--- src/rtl/data_mem_responder.sv ---
// data_mem_responder: data-port memory responder for the multicycle core.
// Accepts one load/store at a time, waits WAIT_CYCLES, performs the access on an
// internal byte-lane word array and returns data/error over a response handshake.
// Optional build macro: DMEM_MISALIGN_CHECK_EN (misaligned half/word -> error).
module data_mem_responder #(
  parameter int DEPTH_WORDS = 64,
  parameter int WAIT_CYCLES = 2
) (
  input  logic        clk,
  input  logic        rst,
  input  logic        req_valid,
  output logic        req_ready,
  input  logic        req_write,
  input  logic [2:0]  req_funct3,
  input  logic [31:0] req_addr,
  input  logic [31:0] req_wdata,
  output logic        rsp_valid,
  input  logic        rsp_ready,
  output logic [31:0] rsp_rdata,
  output logic        rsp_err
);

  localparam int AW = (DEPTH_WORDS > 1) ? $clog2(DEPTH_WORDS) : 1;
  localparam int CW = (WAIT_CYCLES > 1) ? $clog2(WAIT_CYCLES) : 1;

  typedef enum logic [1:0] {S_IDLE, S_WAIT, S_RESP} state_t;

  state_t      state_q;
  logic [CW-1:0] cnt_q;
  logic        write_q;
  logic [2:0]  funct3_q;
  logic [31:0] addr_q;
  logic [31:0] wdata_q;
  logic        req_ready_q;
  logic        rsp_valid_q;
  logic [31:0] rdata_q;
  logic        err_q;

  // Operands of the access: live inputs when there are no wait states,
  // otherwise the request captured on the accept edge.
  logic        acc_write;
  logic [2:0]  acc_f3;
  logic [31:0] acc_addr;
  logic [31:0] acc_wdata;

  generate
    if (WAIT_CYCLES == 0) begin : g_direct
      assign acc_write = req_write;
      assign acc_f3    = req_funct3;
      assign acc_addr  = req_addr;
      assign acc_wdata = req_wdata;
    end else begin : g_captured
      assign acc_write = write_q;
      assign acc_f3    = funct3_q;
      assign acc_addr  = addr_q;
      assign acc_wdata = wdata_q;
    end
  endgenerate

  logic          do_access;
  logic          f3_ok;
  logic          range_ok;
  logic          err_d;
  logic [1:0]    lane;
  logic [AW-1:0] idx;
  logic [3:0]    be;
  logic [31:0]   wdata_lane;
  logic [31:0]   rd_word;
  logic [31:0]   shifted;
  logic [31:0]   load_val;
  logic [31:0]   rdata_d;
  logic          mem_we;

  // Access decode: legality, byte lane, byte enables and load extension.
  always_comb begin
    if (WAIT_CYCLES == 0) do_access = req_valid && (state_q == S_IDLE);
    else                  do_access = (state_q == S_WAIT) && (cnt_q == '0);

    f3_ok    = acc_write ? (acc_f3 inside {3'd0, 3'd1, 3'd2})
                         : (acc_f3 inside {3'd0, 3'd1, 3'd2, 3'd4, 3'd5});
    range_ok = ({2'b00, acc_addr[31:2]} < 32'(DEPTH_WORDS));
`ifdef DMEM_MISALIGN_CHECK_EN
    err_d = !f3_ok || !range_ok ||
            ((acc_f3[1:0] == 2'b01) && acc_addr[0]) ||
            ((acc_f3[1:0] == 2'b10) && (acc_addr[1:0] != 2'b00));
`else
    err_d = !f3_ok || !range_ok;
`endif

    // Halves and words ignore the address bits below their size.
    case (acc_f3[1:0])
      2'b01:   lane = {acc_addr[1], 1'b0};
      2'b10:   lane = 2'b00;
      default: lane = acc_addr[1:0];
    endcase
    idx = acc_addr[AW+1:2];

    case (acc_f3[1:0])
      2'b00:   be = 4'b0001 << lane;
      2'b01:   be = 4'b0011 << lane;
      2'b10:   be = 4'b1111;
      default: be = 4'b0000;
    endcase
    wdata_lane = acc_wdata << {lane, 3'b000};

    shifted = rd_word >> {lane, 3'b000};
    case (acc_f3)
      3'b000:  load_val = {{24{shifted[7]}}, shifted[7:0]};
      3'b001:  load_val = {{16{shifted[15]}}, shifted[15:0]};
      3'b010:  load_val = shifted;
      3'b100:  load_val = {24'd0, shifted[7:0]};
      3'b101:  load_val = {16'd0, shifted[15:0]};
      default: load_val = 32'd0;
    endcase

    rdata_d = (err_d || acc_write) ? 32'd0 : load_val;
    mem_we  = do_access && acc_write && !err_d && !rst;
  end

  // One byte-wide array per lane so each lane has its own write enable.
  genvar gi;
  generate
    for (gi = 0; gi < 4; gi++) begin : g_lane
      logic [7:0] mem_q [DEPTH_WORDS];
      // Lane write on a committed store that enables this byte.
      always_ff @(posedge clk) begin
        if (mem_we && be[gi]) mem_q[idx] <= wdata_lane[gi*8 +: 8];
      end
      assign rd_word[gi*8 +: 8] = mem_q[idx];
    end
  endgenerate

  // Request/wait/response sequencing with registered handshake and result outputs.
  always_ff @(posedge clk) begin
    if (rst) begin
      state_q     <= S_IDLE;
      cnt_q       <= '0;
      req_ready_q <= 1'b1;
      rsp_valid_q <= 1'b0;
      rdata_q     <= 32'd0;
      err_q       <= 1'b0;
    end else begin
      case (state_q)
        S_IDLE: begin
          if (req_valid) begin
            write_q     <= req_write;
            funct3_q    <= req_funct3;
            addr_q      <= req_addr;
            wdata_q     <= req_wdata;
            req_ready_q <= 1'b0;
            if (WAIT_CYCLES == 0) begin
              rdata_q     <= rdata_d;
              err_q       <= err_d;
              rsp_valid_q <= 1'b1;
              state_q     <= S_RESP;
            end else begin
              cnt_q   <= CW'(WAIT_CYCLES - 1);
              state_q <= S_WAIT;
            end
          end
        end
        S_WAIT: begin
          if (cnt_q == '0) begin
            rdata_q     <= rdata_d;
            err_q       <= err_d;
            rsp_valid_q <= 1'b1;
            state_q     <= S_RESP;
          end else begin
            cnt_q <= cnt_q - 1'b1;
          end
        end
        S_RESP: begin
          if (rsp_ready) begin
            rsp_valid_q <= 1'b0;
            req_ready_q <= 1'b1;
            state_q     <= S_IDLE;
          end
        end
        default: begin
          state_q     <= S_IDLE;
          req_ready_q <= 1'b1;
          rsp_valid_q <= 1'b0;
        end
      endcase
    end
  end

  assign req_ready = req_ready_q;
  assign rsp_valid = rsp_valid_q;
  assign rsp_rdata = rdata_q;
  assign rsp_err   = err_q;

endmodule

--- config.mk ---
export PLATFORM = sky130hd
export DESIGN_NAME = data_mem_responder
export DESIGN_NICKNAME = d
export VERILOG_FILES = /design/src/rtl/data_mem_responder.sv
export SDC_FILE = /design/constraint.sdc
export NUM_CORES = 2
export LEC_CHECK = 0
export CAP_MARGIN = 20
export CORE_MARGIN = 5
export CORE_UTILIZATION = 50
export CTS_CLUSTER_SIZE = 8
export DETAILED_ROUTE_END_ITERATION = 12
export PLACE_DENSITY = 0.68
export SETUP_SLACK_MARGIN = 0.02
export SYNTH_ARGS = -nofsm -noshare
export SYNTH_HDL_FRONTEND = slang
export SYNTH_SLANG_ARGS = --single-unit
--- constraint.sdc ---
create_clock -name clk -period 4.7 [get_ports clk]
set_clock_uncertainty 0.1 [all_clocks]
set_input_delay 0.705 -clock clk [delete_from_list [all_inputs] [get_ports clk]]
set_output_delay 0.705 -clock clk [all_outputs]
set_load 0.1 [all_outputs]
# Word-level counts from Yosys, hierarchy flattened
# Memory sizes are Yosys's and may differ from the RTL's. A register that Yosys moved wholly into a read port is not among the register bits.
# Cells that the tools add are included.
# word_totals
reg_bits,106
ramBits,2048
output_inout_bits,35
mem_count,4
# memory_table
memory,words,width,rd,rd_clocked_by_memory_dff,wr,line_no,text
g_lane[0].mem_q,64,8,1,1,1,124,logic [7:0] mem_q [DEPTH_WORDS];
g_lane[1].mem_q,64,8,1,1,1,124,
g_lane[2].mem_q,64,8,1,1,1,124,
g_lane[3].mem_q,64,8,1,1,1,124,
# op_classes
addsub,1
magnitude_cmp,1
n_eq_ne,11
shift,4
mux,30
n_bitwise,4
n_reduce_logical,26
# op_table
cell,count
one-hot mux 32 bit (5 select lines),1
2-to-1 mux 32 bit,1
left shift 32 x 5 -> 32 bit,1
right shift 32 x 5 -> 32 bit,1
less-than comparator 30 x 7 -> 1 bit (second input constant),1
2-to-1 mux 6 bit,4
2-to-1 mux 1 bit,15
one-hot mux 4 bit (3 select lines),1
AND reduction 3 bit,4
logical AND 1 bit,8
== test 3 bit (second input constant),2
2-to-1 mux 2 bit,3
inequality test 2 bit (second input constant),3
one-hot mux 1 bit (3 select lines),2
one-hot mux 2 bit (3 select lines),1
nonzero test 5 bit,1
== test 2 x 1 -> 1 bit (second input constant),2
== test 2 bit (second input constant),2
logical NOT 1 bit,4
logical NOT 2 bit,2
NOT 1 bit,4
one-hot mux 2 bit (2 select lines),1
AND reduction 2 bit,2
left shift 1 x 2 -> 4 bit (first input constant),1
other kinds (9),10

# Depth between registers and ports, before layout
# logic_depth
depth_word,11
depth_mapped,15
depth_no_buf,10

# Worst setup path before layout
# OpenSTA, ideal clock, no wires.
# synth_path
path_type,flip-flop to flip-flop
from,register funct3_q[1] (netlist: acc_f3[1])
to,"memory g_lane[2].mem_q[0][7], data pin"
setup_ps,588
arrival_ps,3913
required_ps,4012
path_slack_ps,99
path_stages_with_launch,9
path_buffers,2
path_cell_list,edfxtp_1 > inv_1 > ha_1 > inv_1 > a21oi_1 > clkbuf_1 > clkbuf_1 > nand2_1 > a31oi_1
# synth_via
elab_chain_cells,3
word_cells_on_any_way,4
classes_between,eq/ne (2); shift (1); mux (1)
# synth_rtl
element,line_no,text
from (decl),31,logic [2:0] funct3_q;
from (signal assigned),147,funct3_q <= req_funct3;
== test 2 bit or == test 2 x 1 -> 1 bit (tied branches),91,case (acc_f3[1:0])
one-hot mux 2 bit (2 select lines) (*),91,
left shift 32 x 5 -> 32 bit (*),104,"wdata_lane = acc_wdata << {lane, 3'b000};"
via wdata_lane[23],67,logic [31:0] wdata_lane;
to (decl),124,
# Mark *: on every way through the listed nets, which the timed path passes. The rest lies on a longest branch.

==> metrics.md <==
| Metric | Value |
|---|---|
| Main synth FF type | edfxtp_1 |
| Routability Congestion | 0.9159 |
| Req. time, crit path | 5.34 ns |
| Slew @ Worst Pin | 1.145 ns |
| Most common cell in the netlist | edfxtp_1 |
| Area Overhead vs Synth | 17.17% |
| Sw Ratio | 0.2149 |
| Initial DRC count | 6257 |
| Run status | finished clean |
| DIE WIDTH | 421.6 microns |
| Hpwl dp | 148600 microns |
| Hold_sp | req_addr[0] |
| Unrepaired setup endpoints after global routing | false |
| Critical R2R Capture | rsp_rdata[30]$_SDFFE_PP0P_ |
| Power Total | 44.69 mW |
| Area leader, netlist | edfxtp_1 |
| Layout Cell Area excl Fill | 99270 sq um |
| Hold Crit Class | in2reg |
| Final Core Density | 0.5877 |
| Post-synth ARST share | 0 |
| #FFs+latches synth | 2160 |
| H-tree levels | 5 |
| Vias in the first global route | 44800 |
| Max Clk Rate | 226.4 MHz |
| Reg2reg path depth | 10 |
| Sequential group share of total power | 0.483 |
| Met3 routed WL | 26930 microns |
| Antenna-violating nets left | 0 |
| Crit path time final | 4.418 ns |
| Core Area | 168900 sq um |
| Yosys warnings | 0 |
| Slowest-stage cell, CP | dfxtp_4 |
| Register area share after synthesis | 0.7604 |
| CP endpoint kind | flip-flop |
| Clock share of power | 0.445 |
| CP Max Fanout | 26 |
| Setup TNS | 0 ns |
| Final wirelength | 235200 microns |
| I/O Pins | 107 |
| Post-route DRC | 0 |
| Post-synth top area share | 0.7500 |
| Final Net Count | 4704 |
| Total global routing overflow | 0 |
| Root buffer cell | clkbuf_16 |
| Final setup margin | 0.2823 ns |
| Layout cells sized above 1 | 0.2864 |
| Buffers and inverters on the worst path | 2 |
| R2R setup slack | 0.28 ns |
| P_sw | 9.603 mW |
| Pwr/cell area | 450.2 nW/um^2 |
| Largest stage delay on the critical path | 0.64 ns |
| Initial antenna violation count | 10 |
| CTS sink count | 2160 |
| Avg Synthesized Cell Area | 20.88 sq um |
| Post-synth EDFFs | 2116 |
| Fill count | 12030 |
| Logic pwr share | 0.072 |
| Instance area at placement | 90590 sq um |
| Startpoint types | flip-flop |
| Critical path's top delay family | compound AO/OA/AOI/OAI gates |
| Port bufs | 106 |
| Setup-failing EPs final | 0 |
| Critical Path AT | 5.05 ns |
| Crit-path cells | buf_12, buf_12, mux4_1, mux2i_1, a32oi_1, o311ai_2, o22ai_1, a2111o_1, a32oi_4, a221oi_1 |
| Die height | 421.6 microns |
| Post-Synthesis Cells | 4057 |
| First-pass GRT wire length | 332900 microns |
| CTS Buf Count | 320 |
| Clock latency on the worst-skew pair | 0.92 ns |
| Vias | 44510 |
| # hold bufs at CTS | 0 |
| Relative slew margins | 0.2348 |
| Post-synth cell types | 67 |
| Syn_nets | 4132 |
| Worst slack at placement | 0.3709 ns |
| Uppermost layer routed | met5 |
| Met2 wire length | 108200 microns |
| Max VDD drop | 0.3876 mV |
| Maximum root-to-sink buffer count | 4 |
| Placed insts | 6519 |
| Routed vias/inst | 6.428 |
| GRT Overall Usage | 0.2631 |
| Hold path depth | 1 |
| Routed len/inst | 33.97 microns |
| Synth cell count leaders | edfxtp_1, mux4_2, nor2_1 |
| Standard-cell row count | 151 |
| Worst path most repeated cell | buf_12 |
| Hold Crit Endpoint | acc_addr[0]$_DFFE_PP_ |
| Leakage power | 31.91 nW |
| Worst-case hold slack | 0.2479 ns |
| Worst Setup Path Type | reg2reg |
| PostCTS Resize Cnt | 0 |
| Period Utilization, post-route | 0.9399 |
| Final hold vios | 0 |
| Final Max Tran Viols | 0 |
| Synth top area cells | edfxtp_1, mux4_2, mux2i_1, nor2_1, dfxtp_1 |
| Total die area | 177800 sq um |
| CTS clk-pin slew, worst paths | 0.05 ns |
| Drt first pass iters | 8 |
| Initial Util | 0.5016 |
| Mapped Area | 84720 sq um |
| Post-CTS Setup Repair Bufs | 0 |
| Post-route insts no fill | 6924 |
| CTS tree | yes |
| Largest net degree at the start of global routing | 75 |
| Max-Cap Viols | 0 |
| M1 wire length | 86380 microns |
| Internal power | 35.09 mW |
[layer usage]
metal,vias to the layer above,track usage
met2,2815,0.3957
met3,576,0.08208
met1,23210,0.3495
li1,17890,-
met4,14,0.1352
met5,-,0.004570
[cell usage in the layout (no fill, tap or decap), types with 30 or more instances in the layout]
cell type and instances:
edfxtp_1 2116, mux4_2 541, buf_4 350, clkbuf_16 332
nor2_1 296, nand2_1 203, mux2i_1 157, clkdlybuf4s50_1 106
clkbuf_1 54, a21oi_1 48, dfxtp_1 38, mux2_2 31
a211oi_1 30
[power groups by stage]
stage	combinational (mW)	sequential, mW	clock [mW]
floorplan	1.88	21.9	0
global placement	3.11	21.9	0
detailed placement	3.16	21.9	0
CTS	3.18	21.6	20.1
global route	3.34	21.5	21.0
finish	3.22	21.6	19.9
[worst register-to-register path: cells and delay by family (launching register included)]
| kind | cells | cell delay (ns) |
|---|---|---|
| mux | 2 | 0.81 |
| compound gates | 6 | 2.14 |
| buf+inv | 2 | 0.54 |
| flops | 1 | 0.64 |
[cells by family (layout without fill, tap and decap cells)]
family | Yosys count | in the layout | synth area share
AO/OA/AOI/OAI | 277 | 277 | 0.02419
adder cells (fa/ha/maj) | 3 | 3 | 0.0004431
buffers and inverters | 241 | 880 | 0.01511
flip-flops | 2160 | 2160 | 0.7604
multiplexers | 732 | 732 | 0.1674
other | 0 | 10 | 0
AND/OR/NAND/NOR | 644 | 644 | 0.03242
[sequential cells by signal (all words and copies together), names as in the netlist, named ones only]
signal	count
acc_addr	32
rsp_rdata	32
rsp_valid	1
g_lane.mem_q	2048
req_ready	1
rsp_err	1
acc_f3	3
acc_wdata	32
state_q	2
acc_write	1
cnt_q	1
[worst max path at each step]
stage	cells after the start	start	to	slack, ns
after floorplan	8	acc_f3[1]$_DFFE_PP_	g_lane[2].mem_q[0][7]$_DFFE_PP_	0.1
after global placement	9	flip-flop	rsp_rdata[30]$_SDFFE_PP0P_	0.42
after global routing	10	flip-flop	rsp_rdata[30]$_SDFFE_PP0P_	0.12
final	10	flip-flop	rsp_rdata[30]$_SDFFE_PP0P_	0.28
after CTS	10	flip-flop	rsp_rdata[31]$_SDFFE_PP0P_	0.33
after detailed placement	10	flip-flop	rsp_rdata[30]$_SDFFE_PP0P_	0.37
[cell type report]
type | count | area [sq um] | area share
flip-flops and latches | 2160 | 64440 | 0.6491
multi-input cells | 1656 | 19240 | 0.1938
clock buffers | 385 | 8486 | 0.08548
repair buffers | 482 | 4222 | 0.04253
well taps | 2218 | 2775 | 0.02796
clock inverters | 4 | 45.04 | 0.0004538
inverters | 9 | 35.03 | 0.0003529
diodes | 10 | 25.02 | 0.0002521
Power figures use the tool's default switching activity.
